File: config.mk
export PLATFORM = sky130hd
export DESIGN_NAME = seg7_scan_reader_flat
export DESIGN_NICKNAME = d
export VERILOG_FILES = /design/src/rtl/seg7_scan_if.sv /design/src/rtl/seg7_scan_reader.sv /design/src/flat_wrapper.sv
export SDC_FILE = /design/constraint.sdc
export NUM_CORES = 1
export LEC_CHECK = 0
export CORE_ASPECT_RATIO = 1.1
export CORE_MARGIN = 2
export CORE_UTILIZATION = 39
export DETAILED_ROUTE_END_ITERATION = 16
export DONT_BUFFER_PORTS = 1
export GPL_ROUTABILITY_DRIVEN = 0
export PLACE_DENSITY = 0.55
export SETUP_SLACK_MARGIN = 0.05
export SKIP_LAST_GASP = 1
export SYNTH_ARGS = -nofsm -noshare
export SYNTH_HDL_FRONTEND = slang
export SYNTH_SLANG_ARGS = --single-unit
export TNS_END_PERCENT = 1
File: constraint.sdc
create_clock -name clk -period 5.6 [get_ports clk]
set_input_delay 0.28 -clock clk [delete_from_list [all_inputs] [get_ports clk]]
set_output_delay 0.28 -clock clk [all_outputs]
set_load 0.02 [all_outputs]
File: src/rtl/seg7_scan_if.sv
// Bus between a seven-segment scan driver and its loopback reader.
// The master side drives seg/an; the slave side reports decoded digits.
interface seg7_scan_if #(
  parameter int NUM_DIGITS = 8
);
  logic [6:0]              seg_in;
  logic [NUM_DIGITS-1:0]   an_in;
  logic [4*NUM_DIGITS-1:0] digits_out;
  logic [NUM_DIGITS-1:0]   digit_valid;
  logic                    change_strobe;
  logic [2:0]              change_index;
  logic                    frame_done;
  logic                    illegal_pulse;
  logic [7:0]              err_count;

  modport master (
    output seg_in, an_in,
    input  digits_out, digit_valid,
    input  change_strobe, change_index,
    input  frame_done, illegal_pulse,
    input  err_count
  );

  modport slave (
    input  seg_in, an_in,
    output digits_out, digit_valid,
    output change_strobe, change_index,
    output frame_done, illegal_pulse,
    output err_count
  );
endinterface

File: src/rtl/seg7_scan_reader.sv
// Loopback reader for a multiplexed 7-segment bus: waits for a stable
// seg/an pattern, then decodes it into the nibble of the selected digit.
module seg7_scan_reader #(
  parameter int NUM_DIGITS    = 8,
  parameter int STABLE_CYCLES = 4
) (
  input logic        clk,
  input logic        rst,
  seg7_scan_if.slave bus
);

  localparam int SW = (STABLE_CYCLES > 2) ?
                      $clog2(STABLE_CYCLES) : 1;
  localparam int BW = $clog2(4*NUM_DIGITS);
  localparam logic [SW-1:0] STAB_MAX =
    SW'(STABLE_CYCLES - 1);

  typedef enum logic [1:0] {
    IDLE,
    TRACK,
    CAPTURE,
    HELD
  } state_t;

  state_t                  state;
  logic [NUM_DIGITS-1:0]   s_an;
  logic [6:0]              s_seg;
  logic [NUM_DIGITS-1:0]   cap_an;
  logic [6:0]              cap_seg;
  logic [SW-1:0]           stab;
  logic [NUM_DIGITS-1:0]   mask;
  logic [4*NUM_DIGITS-1:0] digits;
  logic [NUM_DIGITS-1:0]   dvalid;
  logic                    chg;
  logic [2:0]              chg_idx;
  logic                    frame;
  logic                    illegal;
  logic [7:0]              errs;

  function automatic logic an_ok(
    input logic [NUM_DIGITS-1:0] a
  );
    return $countones(~a) == 1;
  endfunction

  function automatic logic [2:0] an_idx(
    input logic [NUM_DIGITS-1:0] a
  );
    logic [2:0] r;
    r = '0;
    for (int i = 0; i < NUM_DIGITS; i++)
      if (!a[i]) r = 3'(i);
    return r;
  endfunction

  // {illegal, legal numeral, nibble}
  function automatic logic [5:0] decode(
    input logic [6:0] s
  );
    logic [5:0] r;
    case (s)
      7'b1000000: r = {2'b01, 4'h0};
      7'b1111001: r = {2'b01, 4'h1};
      7'b0100100: r = {2'b01, 4'h2};
      7'b0110000: r = {2'b01, 4'h3};
      7'b0011001: r = {2'b01, 4'h4};
      7'b0010010: r = {2'b01, 4'h5};
      7'b0000010: r = {2'b01, 4'h6};
      7'b1111000: r = {2'b01, 4'h7};
      7'b0000000: r = {2'b01, 4'h8};
      7'b0010000: r = {2'b01, 4'h9};
      7'b1111111: r = {2'b00, 4'hF};
      default:    r = {2'b10, 4'hE};
    endcase
    return r;
  endfunction

  logic                  in_ok;
  logic                  s_ok;
  logic                  same_in;
  logic                  same_cap;
  logic [2:0]            cap_idx;
  logic [BW-1:0]         cap_base;
  logic [5:0]            dec;
  logic [3:0]            cur_nib;
  logic [NUM_DIGITS-1:0] cap_oh;
  logic [NUM_DIGITS-1:0] mask_nxt;

  always_comb begin
    in_ok    = an_ok(bus.an_in);
    s_ok     = an_ok(s_an);
    same_in  = ({bus.an_in, bus.seg_in} ==
                {s_an, s_seg});
    same_cap = ({s_an, s_seg} == {cap_an, cap_seg});
    cap_idx  = an_idx(cap_an);
    cap_base = BW'(cap_idx) << 2;
    dec      = decode(cap_seg);
    cur_nib  = digits[cap_base +: 4];
    cap_oh   = '0;
    cap_oh[cap_idx] = 1'b1;
    mask_nxt = mask | cap_oh;
  end

  always_ff @(posedge clk or posedge rst) begin
    if (rst) begin
      state   <= IDLE;
      s_an    <= '1;
      s_seg   <= 7'h7F;
      cap_an  <= '1;
      cap_seg <= 7'h7F;
      stab    <= '0;
      mask    <= '0;
      digits  <= '1;
      dvalid  <= '0;
      chg     <= 1'b0;
      chg_idx <= '0;
      frame   <= 1'b0;
      illegal <= 1'b0;
      errs    <= '0;
    end else begin
      s_an    <= bus.an_in;
      s_seg   <= bus.seg_in;
      chg     <= 1'b0;
      frame   <= 1'b0;
      illegal <= 1'b0;
      if (same_in && in_ok)
        stab <= (stab == STAB_MAX) ?
                stab : stab + 1'b1;
      else
        stab <= '0;
      unique case (state)
        IDLE: begin
          if (s_ok) state <= TRACK;
        end
        TRACK: begin
          if (!s_ok) begin
            state <= IDLE;
          end else if (stab == STAB_MAX) begin
            state   <= CAPTURE;
            cap_an  <= s_an;
            cap_seg <= s_seg;
          end
        end
        CAPTURE: begin
          state                <= HELD;
          digits[cap_base +: 4] <= dec[3:0];
          dvalid[cap_idx]      <= dec[4];
          chg_idx              <= cap_idx;
          chg     <= (dec[3:0] != cur_nib);
          illegal <= dec[5];
          if (dec[5] && errs != 8'hFF)
            errs <= errs + 8'd1;
          if (&mask_nxt) begin
            frame <= 1'b1;
            mask  <= '0;
          end else begin
            mask  <= mask_nxt;
          end
        end
        HELD: begin
          // any movement restarts the stability count
          if (!same_cap) begin
            state <= s_ok ? TRACK : IDLE;
            stab  <= '0;
          end
        end
      endcase
    end
  end

  assign bus.digits_out    = digits;
  assign bus.digit_valid   = dvalid;
  assign bus.change_strobe = chg;
  assign bus.change_index  = chg_idx;
  assign bus.frame_done    = frame;
  assign bus.illegal_pulse = illegal;
  assign bus.err_count     = errs;

endmodule

File: src/flat_wrapper.sv
// flat-port wrapper written by rule: the top's interface ports become plain ports
module seg7_scan_reader_flat 
#(
  parameter int NUM_DIGITS    = 8,
  parameter int STABLE_CYCLES = 4
)
  (clk, rst, bus_seg_in, bus_an_in, bus_digits_out, bus_digit_valid, bus_change_strobe, bus_change_index, bus_frame_done, bus_illegal_pulse, bus_err_count);
  seg7_scan_if #(.NUM_DIGITS(NUM_DIGITS)) bus_i ();
  input logic clk;
  input logic rst;
  input wire logic [$bits(bus_i.seg_in)-1:0] bus_seg_in;
  input wire logic [$bits(bus_i.an_in)-1:0] bus_an_in;
  output wire logic [$bits(bus_i.digits_out)-1:0] bus_digits_out;
  output wire logic [$bits(bus_i.digit_valid)-1:0] bus_digit_valid;
  output wire logic [$bits(bus_i.change_strobe)-1:0] bus_change_strobe;
  output wire logic [$bits(bus_i.change_index)-1:0] bus_change_index;
  output wire logic [$bits(bus_i.frame_done)-1:0] bus_frame_done;
  output wire logic [$bits(bus_i.illegal_pulse)-1:0] bus_illegal_pulse;
  output wire logic [$bits(bus_i.err_count)-1:0] bus_err_count;
  assign bus_i.seg_in = bus_seg_in;
  assign bus_i.an_in = bus_an_in;
  assign bus_digits_out = bus_i.digits_out;
  assign bus_digit_valid = bus_i.digit_valid;
  assign bus_change_strobe = bus_i.change_strobe;
  assign bus_change_index = bus_i.change_index;
  assign bus_frame_done = bus_i.frame_done;
  assign bus_illegal_pulse = bus_i.illegal_pulse;
  assign bus_err_count = bus_i.err_count;
  seg7_scan_reader #(.NUM_DIGITS(NUM_DIGITS), .STABLE_CYCLES(STABLE_CYCLES)) u_core (.clk(clk), .rst(rst), .bus(bus_i));
endmodule
## Word-level counts from Yosys, hierarchy flattened

Index checks and enable logic that the tools add are counted.

- Logic and storage cells: 98
- Bits of input ports: 17
- Register bits after elaboration: 96

- Bitwise operators: 3
- Add/sub/neg operators: 17
- Shift operators: 3
- Multiplexer cells: 27
- Reductions and logical operators: 9
- $lt $le $gt $ge: 2
- Eq/ne operators: 23

Operators with widths:

| kind | number |
|---|---|
| $add A32 B32 Y32 | 6 |
| $pmux W6 S11 | 1 |
| $eq A32 B2 Y1 const B | 2 |
| $bwmux W32 | 1 |
| $shift A4 B7 Y32 const A | 1 |
| $shiftx A32 B6 Y4 | 1 |
| $shiftx A4 B7 Y32 | 1 |
| $eq A15 B15 Y1 | 2 |
| $eq A7 B7 Y1 const B | 4 |
| $eq A7 B5 Y1 const B | 3 |
| $mux W3 | 6 |
| $add A1 B1 Y2 | 8 |
| $mux W2 | 8 |
| $not A8 Y8 | 2 |
| $eq A7 B6 Y1 const B | 2 |
| $add A8 B1 Y8 const B | 1 |
| $bwmux W8 | 1 |
| $mux W8 | 1 |
| $ne A8 B8 Y1 const B | 1 |
| $or A8 B8 Y8 | 1 |
| $pmux W2 S4 | 1 |
| $reduce_and A8 Y1 | 1 |
| $eq A7 B2 Y1 const B | 1 |
| $logic_not A7 Y1 | 1 |
| other kinds (16) | 27 |

## Longest topological paths before layout

Gate-level depths: netlist (run 1).

- Word-level depth: 15
- Mapped depth: 14
- Gate-level depth less buffers: 13

## Worst setup path before layout (run 1)

Ideal clock, no wire load.

- Kind: reg2reg
- Start point: register u_core.s_an[4]
- End point: register u_core.cap_an[0]
- Path buffers: 2
- Slack: 1694 ps
- Required time: 5518 ps
- Setup time: 82 ps
- Period minus slack after synthesis: 3906 ps
- Cell stages (with the launch flop): 14
- Arrival: 3824 ps
- Path through: dfstp_2 > inv_1 > ha_1 > fa_1 > inv_1 > fa_1 > inv_1 > ha_1 > fa_1 > nor4b_1 > nor3b_1 > buf_2 > buf_2 > mux2_2

- Longest elaborated chain between the ends: 6

Ends and longest elaborated chain:

| element | line | RTL |
|---|---|---|
| start, declared | seg7_scan_reader.sv:26 | `logic [NUM_DIGITS-1:0] s_an;` |
| start signal, assigned | seg7_scan_reader.sv:121 | `s_an <= bus.an_in;` |
| $not A8 Y8 | seg7_scan_reader.sv:43 | `return $countones(~a) == 1;` |
| $add A1 B1 Y2 (implied by the code) | seg7_scan_reader.sv:43 |  |
| $add A32 B32 Y32 (implied by the code) (2 in a row) | seg7_scan_reader.sv:43 |  |
| $eq A32 B2 Y1 | seg7_scan_reader.sv:43 |  |
| $reduce_and A3 Y1 (no source line) | - |  |
| end signal, assigned | seg7_scan_reader.sv:140 | `cap_an <= s_an;` |
| end, declared | seg7_scan_reader.sv:28 | `logic [NUM_DIGITS-1:0] cap_an;` |

Every way passes these cells.
A chain may end at the register's enable or synchronous reset.

## Worst setup path after layout (run 1)

- Start point: register u_core.s_an[4]
- End point: register u_core.cap_seg[0]

- Longest elaborated chain between the ends: 6

Ends and longest elaborated chain:

| element | line | RTL |
|---|---|---|
| $not A8 Y8 | seg7_scan_reader.sv:43 |  |
| $add A1 B1 Y2 (implied by the code) | seg7_scan_reader.sv:43 |  |
| $add A32 B32 Y32 (implied by the code) (2 in a row) | seg7_scan_reader.sv:43 |  |
| $eq A32 B2 Y1 | seg7_scan_reader.sv:43 |  |
| $reduce_and A3 Y1 (no source line) | - |  |
| end signal, assigned | seg7_scan_reader.sv:141 | `cap_seg <= s_seg;` |
| end, declared | seg7_scan_reader.sv:29 | `logic [6:0] cap_seg;` |

Every way passes these cells.

==> impl_metrics.yaml, run 1 <==
logic_synthesis:
  syn_inst: 482
  yosysSeqAreaShare_pct: 46.8
  ys_ff_latch: 96
  syn_nets: 524
  synth.distinct_cells: 65
  yosysWarnings: 0
  ys_async_sr_fraction_pct: 100
  synth_top_cell_area_share_pct: 30.7
  syn_area_per_cell_um2: 11.0
  synth-edff-count: 0
  synth_ff_type: "dfstp_2"
  syn-cell-area_um2: 5300
  synth_top_area_cell: "dfstp_2"
  synthTopCellsByArea: "dfstp_2, dfrtp_1, mux2_2, xnor2_1, ha_1"
global_routing:
  grt_max_degree: 60
  grt_pass1_wl_mm: 19.2
  grt_overflow: 0
  grt_pass1_vias: 3557
  antenna_found_initial: 0
  grt_usage_pct: 17.4
critical_path:
  critPathMaxStageDelay_ps: 570
  crit_start: "u_core.s_an[4]"
  cp_top_family: "adder cells"
  cp.buffers_inverters: 4
  path_cells: "inv_1, ha_1, fa_1, inv_1, fa_1, inv_1, ha_1, fa_1, nor4b_1, nor3b_2, buf_4, mux2_2"
  crit_required_ps: 5870
  endpoint_kind: "flop"
  worstPathArrival_ps: 4460
  r2r-start: "u_core.s_an[4]"
  slowest_stage: "dfstp_2"
  cp-start-kind: "flop"
  cp_max_fo: 14
  path_class: "reg2reg"
cts:
  clock_latency_ps: 360
  cts_buffer_depth: 2
  cts_tree: "built"
  cts_setup_buffers: 0
  numClockSinks: 96
  cts.repair.resized: 0
  cts_root_buffer: "clkbuf_16"
  numCtsBuffers: 9
  clkTransAtPathRegs_ps: 60
  h-tree-depth: 3
  cts_hold_buf: 16
finish:
  antenna_cells: 0
  nFillCells: 1256
  syn_to_final_growth_pct: 10.6
  layout_common_cells: "dfstp_2, nand2_1, inv_1"
  drive_gt1_share_pct: 26.7
  post-route-util_pct: 44.2
  layout_commonest_cell: "dfstp_2"
  nets: 531
sta:
  period_needed_ps: 4180
  setup_viol: 0
  slew_headroom_pct: 46.8
  final_max_slew_viol_count: 0
  tns_ps: 0
  tightest_slew_ps: 799
  holdWs_ps: 313
  fmax_mhz: 239
  hold_viol_final: 0
  finClkSkew_ps: 14.2
  finalCritPeriodShare_pct: 74.7
  rsz0062_at_grt: "no"
die:
  row_count: 44
  design.core.area_um2: 13300
  die_w_um: 115
  die_area_um2: 14500
  initial_core_util_pct: 40.0
  io_pins: 71
  fp.dieH_um: 126
routing:
  dr.pass1.iters: 4
  ant_nets: 0
  finalWirelength_mm: 11.9
  drc: 0
  vias_per_cell: 5.14
  post_drt_wl_per_cell_um: 17.5
  dr.first_iter.drc_count: 164
  vias: 3484
placement:
  portBuffers: 0
  dpl.hpwl_mm: 8.74
pwr:
  power_density_nw_per_um2: 248
  ir_drop_mv: 0.156
  leakagePower_nw: 2.52
run_status:
  status: "completed"
worst_hold_path:
  min_from: "bus_an_in[1]"
  hold_class: "in2reg"
flow_run:
  max_cap_viol_count: 0
## routing by layer
| metal | global-route usage, % | up-vias | share of wire (%) |
|---|---|---|---|
| met2 | 27.6 | 71 | 49 |
| li1 | - | 1671 | - |
| met3 | 3.37 | 16 | 3.8 |
| met5 | 0 | - | 0 |
| met1 | 22.8 | 1726 | 45 |
| met4 | 7.94 | 0 | 2.3 |
## layout make-up
class,instances,area (um2),share of cell area (%)
multi-input cells,320,2500,42.7
flip-flops and latches,96,2480,42.3
clock buffers,13,260,4.44
well taps,184,230,3.92
repair buffers,18,175,2.99
inverters,44,175,2.99
clock inverters,3,40.0,0.683
## logic make-up (layout without fill, tap and decap cells)
family	after synthesis	after routing	share of synthesized area, %
XOR/XNOR	43	43	7.10
flip-flops	96	96	46.8
AO/OA/AOI/OAI	82	82	11.1
adder cells (fa/ha/maj)	25	25	7.03
multiplexers	40	40	8.31
buffers and inverters	66	78	6.07
AND/OR/NAND/NOR	130	130	13.6
## cells in the mapped netlist, drive strengths merged, types with 13 or more instances
cell type	count
mux2	32
o21ai	26
inv	44
nand2	45
dfstp	62
a21oi	13
ha	17
dfrtp	34
nor2	21
xnor2	34
buf	18
## through the flow
step | worst slack, ps | instance area, um2 | std cells | power, mW
CTS | 1390 | 5870 | 678 | 1.47
global placement | 1490 | 5410 | 646 | 0.822
finish | 1420 | 5870 | 678 | 1.45
floorplan | 1690 | 5300 | 482 | 0.799
global route | 1240 | 5870 | 678 | 1.52
detailed placement | 1390 | 5410 | 646 | 0.826
## worst reg2reg max path: cells and delay by family (launching register included)
family / cells / cell delay [ps]
muxes: 1 / 360
DFF: 1 / 570
buffers and inverters: 4 / 430
adders and majority gates: 5 / 1900
and+or+nand+nor: 2 / 830
## state kept, by name, indices dropped and copies added (netlist names), named ones only
name and flops:
u_core.bus.digits_out 32, u_core.bus.digit_valid 8, u_core.bus.err_count 8, u_core.cap_an 8, u_core.mask 8, u_core.s_an 8, u_core.cap_seg 7, u_core.s_seg 7
u_core.bus.change_index 3, u_core.stab 2, u_core.bus.change_strobe 1, u_core.bus.frame_done 1, u_core.bus.illegal_pulse 1, u_core.state 1
## final timing paths
path | to | cells after the start | slack, ps
max | u_core.cap_seg[0] | 12 | 1420
min | u_core.stab[0] | 5 | 310
max reg2reg | u_core.cap_seg[0] | 12 | 1420
min reg2reg | u_core.stab[0] | 1 | 480
max in group asynchronous | u_core.mask[5] | 3 | 4020
min in group asynchronous | u_core.bus.digit_valid[4] | 2 | 440
## power by group
part	internal, mW	switching (mW)
Combinational	0.0476	0.0544
Sequential	0.708	0.0107
Clock	0.370	0.262
Total	1.13	0.327
Power figures use the tool's default switching activity.
==> run 2: changes to the inputs <==
Settings changed: PLACE_DENSITY 0.55 to 0.57.
Clock period 5.6 ns to 3.6 ns, I/O delays scaled along.
==> run 2 against run 1 <==
Against the previous run:
- combinational power grew 86%
- hold slack got worse by 7.5 ps
- fmax grew 15%
- clock skew decreased by 7.5 ps
- the run now ends with negative setup slack left
- sequential cell count is the same
- cell count up 2.4%
- sequential power up 54%
==> impl_metrics.yaml, run 2 (synthesis gave the netlist of run 1 again) <==
run_status:
  status: "finished, violations left"
  violations: "negative setup slack"
cts:
  cts_root_buffer: "clkbuf_16"
  cts_tree: "built"
  numCtsBuffers: 9
  numClockSinks: 96
  h-tree-depth: 3
  clkTransAtPathRegs_ps: 70
  clock_latency_ps: 350
  cts_buffer_depth: 2
global_routing:
  grt_usage_pct: 17.5
  grt_pass1_vias: 3698
  antenna_found_initial: 0
  grt_overflow: 0
  grt_pass1_wl_mm: 19.6
  grt_max_degree: 35
sta:
  setup_viol: 13
  hold_viol_final: 0
  finClkSkew_ps: 6.69
  final_max_slew_viol_count: 0
  tightest_slew_ps: 840
  period_needed_ps: 3630
  slew_headroom_pct: 44.0
  finalCritPeriodShare_pct: 101
  worst_slack_ps: -28.4
  rsz0062_at_grt: "yes"
  fmax_mhz: 276
critical_path:
  timing.rr.end: "u_core.cap_seg[5]"
  cp_max_fo: 8
  worstPathArrival_ps: 3900
  path_class: "reg2reg"
  path_cells: "inv_2, ha_4, fa_1, inv_1, fa_1, inv_1, ha_2, fa_1, nor4b_2, nor3b_4, buf_4, buf_12, mux2_4"
  r2r-start: "u_core.s_an[4]"
  reg2reg_slack_ps: -30
  crit_top_cell: "fa_1"
  endpoint_kind: "flop"
  r2r_cells: 13
  cp-start-kind: "flop"
  critPathMaxStageDelay_ps: 540
  slowest_stage: "dfstp_2"
  crit_required_ps: 3870
placement:
  portBuffers: 0
  dpl.hpwl_mm: 8.72
  place_area_um2: 5550
die:
  die_area_um2: 14500
  initial_core_util_pct: 40.0
  io_pins: 71
  row_count: 44
  die_w_um: 115
  design.core.area_um2: 13300
  fp.dieH_um: 126
pwr:
  power_density_nw_per_um2: 364
  p_total_mw: 2.21
  ir_drop_mv: 0.172
  leakagePower_nw: 2.61
worst_hold_path:
  min_delay_path_depth: 6
  min_from: "bus_an_in[1]"
  hold_class: "in2reg"
  hold_end: "u_core.stab[0]"
routing:
  ant_nets: 0
  vias_per_cell: 5.09
  post_drt_wl_per_cell_um: 17.0
  dr.first_iter.drc_count: 151
  drc: 0
  finalWirelength_mm: 11.8
  dr.pass1.iters: 4
  vias: 3534
finish:
  syn_to_final_growth_pct: 14.6
  antenna_cells: 0
  drive_gt1_share_pct: 30.2
  nets: 547
  layout_commonest_cell: "dfstp_2"
  fin_area_um2: 6070
  largest_reg_flops: 32
  regArea_um2: 2480
  multi_input_comb_area_um2: 2590
  layout_common_cells: "dfstp_2, nand2_1, inv_1"
  nFillCells: 1243
flow_run:
  max_cap_viol_count: 0
## run 2: cell count changes in the layout (fill, tap and decap cells not counted), sizes merged
cell	previous run	this run
inv	44	43
bufinv	1	0
clkinv	2	4
buf	2	18
## run 2: final cells by class
type | count | share of cell area [%]
multi-input combinational | 320 | 42.6
timing repair buffer | 34 | 5.40
tap | 184 | 3.79
inverter | 44 | 2.86
clock inverter | 3 | 0.247
clock buffer | 13 | 4.30
sequential | 96 | 40.8
## run 2: report_power, final
group          internal [mW]  total, mW  switching (mW)
combinational         0.0959      0.190          0.0946
clock                  0.508      0.909           0.401
sequential              1.10       1.11          0.0134
total                   1.71       2.21           0.509
## run 2: worst max-delay path by stage
stage,to,slack (ps),depth (start not counted),from
floorplan,u_core.cap_an[0],-30,13,u_core.s_an[5]
global placement,u_core.cap_seg[2],30,12,u_core.s_an[5]
detailed placement,u_core.cap_seg[5],-80,12,u_core.s_an[5]
CTS,u_core.cap_seg[5],7,13,u_core.s_an[4]
global route,u_core.cap_seg[5],-210,13,u_core.s_an[2]
finish,u_core.cap_seg[5],-30,13,u_core.s_an[4]
## run 2: routing by layer
metal	GRT usage, %	part of all wire, %
met3	3.80	3.3
met1	23.2	45
met4	7.09	2.4
met2	27.9	49
met5	0	0
## run 2: through the flow
step                      setup TNS, ps  hold slack, ps  setup WS (ps)  cells  util (%)
after floorplan                    -172             184          -34.4    482         -
after global placement                0             143           27.8    658      41.8
after detailed placement           -772             147          -79.1    658      41.8
after CTS                             0             296           6.95    694      45.8
after global routing              -2930             316           -213    694      45.8
final                              -276             305          -28.4    694      45.8
## run 2: repair_timing
item | in CTS | in global routing
gates resized for setup | 10 | 0
cloned | 1 | 0
pin swaps | 2 | 0
setup endpoints to repair | 14 | 16
hold buffers | 16 | 0
setup buffers | 3 | 0
hold endpoints to repair | 25 | 0
## run 2: critical path: cells and delay by family, from the launching register on
family	cells	cell delay [ps]
adders and majority gates	5	1760
DFF	1	540
and+or+nand+nor	2	540
muxes	1	300
buffers and inverters	5	420
